$ cat src/rtl/counter_ctrl_pkg.sv
// Shared types and defaults for the counter sequencing controller.
package counter_ctrl_pkg;

   typedef enum logic [1:0] {
      IDLE,
      RUN,
      DONE
   } ctrl_state_t;

   localparam int N_DEF = 8;
   localparam int P_DEF = 8;

endpackage

$ cat src/rtl/counter_ctrl.sv
// Sequencer for an external enable/reset counter: one-shot or auto-reload intervals.
// Optional period counter enabled by defining COUNTER_CTRL_PERIOD_CNT_EN.
module counter_ctrl
   import counter_ctrl_pkg::*;
#(
   parameter int N = N_DEF,
   parameter int P = P_DEF
) (
   input  logic         clk,
   input  logic         rst,
   input  logic         start,
   input  logic         stop,
   input  logic         hold,
   input  logic         auto_reload,
   input  logic [N-1:0] limit,
   input  logic [N-1:0] cnt_q,
   output logic         cnt_en,
   output logic         cnt_rst,
   output logic         busy,
   output logic         done,
   output logic [P-1:0] period_cnt
);

   ctrl_state_t  state;
   logic [N-1:0] limit_r;
   logic         auto_r;
   logic         adv;
   logic         tc;
   logic         go;
   logic         wrap;

   // limit_r of 0 wraps to all-ones, giving a 2^N period
   assign tc      = (cnt_q == limit_r - N'(1));
   assign adv     = (state == RUN) && !hold;
   assign go      = start && !stop && (state != RUN);
   assign wrap    = adv && tc && auto_r;
   assign cnt_en  = adv && !rst;
   assign cnt_rst = rst || stop || (state == IDLE) || wrap ||
                    ((state == DONE) && start);
   assign busy    = (state == RUN);

   always_ff @(posedge clk) begin
      if (rst) begin
         state   <= IDLE;
         limit_r <= '0;
         auto_r  <= 1'b0;
         done    <= 1'b0;
      end else begin
         done <= adv && tc && !stop;
         if (stop) begin
            state <= IDLE;
         end else if (go) begin
            state   <= RUN;
            limit_r <= limit;
            auto_r  <= auto_reload;
         end else if (adv && tc && !auto_r) begin
            state <= DONE;
         end
      end
   end

`ifdef COUNTER_CTRL_PERIOD_CNT_EN
   logic [P-1:0] period_r;

   always_ff @(posedge clk) begin
      if (rst || go) begin
         period_r <= '0;
      end else if (wrap && !stop && (period_r != '1)) begin
         period_r <= period_r + P'(1);
      end
   end

   assign period_cnt = period_r;
`else
   assign period_cnt = '0;
`endif

endmodule

$ cat config.mk
export PLATFORM = sky130hd
export DESIGN_NAME = counter_ctrl
export DESIGN_NICKNAME = d
export VERILOG_FILES = /design/src/rtl/counter_ctrl_pkg.sv /design/src/rtl/counter_ctrl.sv
export SDC_FILE = /design/constraint.sdc
export NUM_CORES = 1
export LEC_CHECK = 0
export BUFFER_PORTS_ARGS = -buffer_cell sky130_fd_sc_hd__buf_2
export CAP_MARGIN = 15
export CORE_ASPECT_RATIO = 1.25
export CORE_MARGIN = 2
export CORE_UTILIZATION = 49
export CTS_BUF_LIST = sky130_fd_sc_hd__clkbuf_16
export CTS_CLUSTER_SIZE = 28
export DETAILED_ROUTE_END_ITERATION = 16
export GPL_TIMING_DRIVEN = 0
export MAX_ROUTING_LAYER = met4
export PLACE_DENSITY = 0.85
export SYNTH_ARGS = -nofsm -noshare
export SYNTH_HDL_FRONTEND = slang
export SYNTH_SLANG_ARGS = --single-unit
$ cat constraint.sdc
create_clock -name clk -period 5.2 [get_ports clk]
set_input_delay 1.04 -clock clk [delete_from_list [all_inputs] [get_ports clk]]
set_output_delay 1.04 -clock clk [all_outputs]
set_load 0.005 [all_outputs]
==> results.md <==
- Status: complete, no violations
- H-tree Lvls: 1
- Most common cell after layout, fill and taps aside: buf_2
- Drt drc: 0
- Total grt overflow: 0
- Area growth syn-to-layout: 31.09%
- # port buffers: 25
- Most frequent cells in the layout: buf_2, dfxtp_1, nor2_1
- Clock-pin slew on the worst setup and hold paths: 0.04 ns
- Total iterations of the first detailed-routing run: 5
- Clk sink count: 12
- Crit path launch: cnt_q[7]
- Via Count: 704
- Detailed router's first-iteration violation count: 4
- CP Class: in2out
- DIE AREA: 1975 um2
- Final worst path period share: 0.6604
- Crit path max fanout: 4
- Mapped Area: 800.8 um2
- P_leak: 0.4694 nW
- Share of the yosys chip area belonging to registers: 0.3000
- CTS root buf: clkbuf_16
- Ratio of cells with drive above 1 in the final layout: 0.3680
- Clk buf depth: 2
- DIE WIDTH: 40.16 um
- TritonCTS clock tree: yes
- Pin count of the biggest net entering global routing: 11
- Crit path DAT: 2.39 ns
- CTS resizes: 0
- Crit-path most repeated cell: buf_2
- RSZ-0062 raised after global routing: false
- All-layer global routing usage: 0.2135
- Cell family with most CP delay: simple AND/OR/NAND/NOR gates
- Initial antenna violation count: 0
- Hold/Removal Path Class: reg2reg
- Core Area: 1541 um2
- CP peak stage delay: 0.28 ns
- Hold Crit Start: auto_r$_SDFFE_PP0P_
- Reg2Reg Launch Point: limit_r[0]$_SDFFE_PP0P_
- Io pins: 34
- Critical path depth: 8
- CP max stage cell: nor3b_1
- Antenna Cells: 0
- First-pass GRT wire length: 2815 um
- Routed length per instance: 11.48 um
- Syn Area/Cell: 8.897 um2
- Worst Reg2Reg Path Length in Cells: 9
- Tmin final: 3.434 ns
- Sum of negative setup slack: 0 ns
- Final Core Density: 0.6810
- Worst Hold Depth: 1
- Required time of the critical path: 4.16 ns
- Power Dens Cells: 282.5 nW/um2
- Routed wire length: 1641 um
- Maximum VDD drop: 0.0002521 V
- Num CTS Buffers: 3
- Number of global-route vias before repair: 674
- Clock Skews: 0.006088 ns
- Worst Setup End Kind: output pin
- Clock Latency Late Sink: 0.24 ns
- Rows: 16
- Final setup fails: 0
- Nets@finish: 150
- Post-synthesis cell type count: 37
- Total of max-cap violations: 0
- Area leader, netlist: dfxtp_1
- Design area: 1050 um2
- Via density per instance: 4.923
- Dpl hpwl: 1234 um
- Starting Density: 0.5195
- Placer congestion estimate: 0.7899
- Final Max Slew Viols: 0
- Yosys reg bits: 12
- Area contributors post-synth: dfxtp_1, mux2i_1, xnor2_1, buf_4, nor2_1
- Post-CTS Setup Bufs: 0
- YS warnings: 0
- Die Ht: 49.20 um
- Critical path startpoint category: input port
- Final Hold Fails: 0
- Max Clk Rate: 291.2 MHz
- Routed Antenna Nets: 0
- Placed Area: 974.7 um2
- Hold-fix buffers, CTS: 0
- Critical path buffer and inverter count: 2
- Yosys top cell area share: 0.3000
- CP cell instances: buf_2 > xnor2_2 > nor4b_1 > a31oi_1 > nor3b_1 > o21ai_2 > o221ai_1 > buf_2
- Post-Syn Instances: 90
==> power by group <==
group / internal (mW) / switching [mW]
registers: 0.0962 / 0.00440
clock network: 0.0999 / 0.0368
logic: 0.0312 / 0.0280
total: 0.227 / 0.0693
==> registers in the layout, indices dropped and copies added, names as in the netlist <==
| register | flops |
|---|---|
| limit_r | 8 |
| done | 1 |
| auto_r | 1 |
| state | 2 |
==> layout make-up <==
type,instances,area [um2]
fillers,129,491.7
well taps,18,22.52
clock buffers,3,75.07
inverters,4,15.01
multi-input cells,70,498.0
plain buffers,11,73.82
repair buffers,25,125.1
flip-flops and latches,12,240.2
==> kinds of logic (layout without fill, tap and decap cells) <==
family                   after synthesis  count (layout)  share of synthesized area
AND/OR/NAND/NOR                       30              30                     0.2110
buffers and inverters                 15              43                     0.1109
flip-flops                            12              12                     0.3000
AO/OA/AOI/OAI                         11              11                     0.1156
XOR/XNOR                              11              11                     0.1297
multiplexers                           9               9                     0.1125
adder cells (fa/ha/maj)                1               1                    0.01562
other                                  1               8                   0.004683
==> through the flow <==
stage | instances | hold WS [ns] | worst slack, ns | power, mW
2_1_floorplan | 97 | 0.4870 | 2.173 | 0.1439
3_3_place_gp | 140 | 0.5199 | 1.870 | 0.1575
3_5_place_dp | 140 | 0.5338 | 1.837 | 0.1601
4_1_cts | 143 | 0.5423 | 1.774 | 0.2992
5_1_grt | 143 | 0.5768 | 1.634 | 0.3103
6_report | 143 | 0.5475 | 1.766 | 0.2965
==> worst reg2reg max path: cells and delay by family, from the launching register on <==
kind,cells,cell delay [ns]
simple gates,2,0.37
fa+ha+maj,1,0.19
compound gates,3,0.45
flops,1,0.40
buf+inv,2,0.23
xor+xnor,1,0.25
==> worst paths after layout <==
check	to	slack, ns
hold / removal	state[0]$_SDFFE_PP0P_	0.55
setup reg to reg	state[0]$_SDFFE_PP0P_	3.19
setup / recovery	cnt_rst	1.77
hold reg to reg	state[0]$_SDFFE_PP0P_	0.55
==> cells in the mapped netlist <==
| library cell | count |
|---|---|
| nand2_1 | 3 |
| a31oi_1 | 2 |
| o21a_1 | 2 |
| buf_2 | 1 |
| nor2b_1 | 2 |
| nor4_1 | 1 |
| xnor2_2 | 1 |
| nand3_1 | 1 |
| conb_1 | 1 |
| or4_1 | 1 |
| clkbuf_1 | 1 |
| nand2b_2 | 1 |
| nor3b_1 | 1 |
| o31ai_2 | 1 |
| ha_1 | 1 |
| nor4b_1 | 1 |
| o31a_1 | 1 |
| nor4_2 | 1 |
| xor2_1 | 3 |
| a21oi_1 | 1 |
| and4_1 | 1 |
| clkbuf_2 | 1 |
| o21ai_1 | 1 |
| o21ai_2 | 1 |
| o221ai_1 | 1 |
| inv_1 | 4 |
| o32ai_2 | 1 |
| xnor2_1 | 7 |
| nor3_1 | 2 |
| and2_2 | 1 |
| nor2_2 | 1 |
| buf_4 | 8 |
| or2b_1 | 1 |
| nor2_1 | 11 |
| dfxtp_1 | 12 |
| nand3b_1 | 1 |
| mux2i_1 | 9 |
==> routing by layer <==
metal | up-vias | track usage | share of wire
met4 | 0 | 0.08621 | 0.019
met1 | 313 | 0.2493 | 0.40
met5 | - | - | 0
met3 | 4 | 0.05479 | 0.054
met2 | 22 | 0.3333 | 0.53
li1 | 365 | - | -
(Power assumes the default switching activity.)
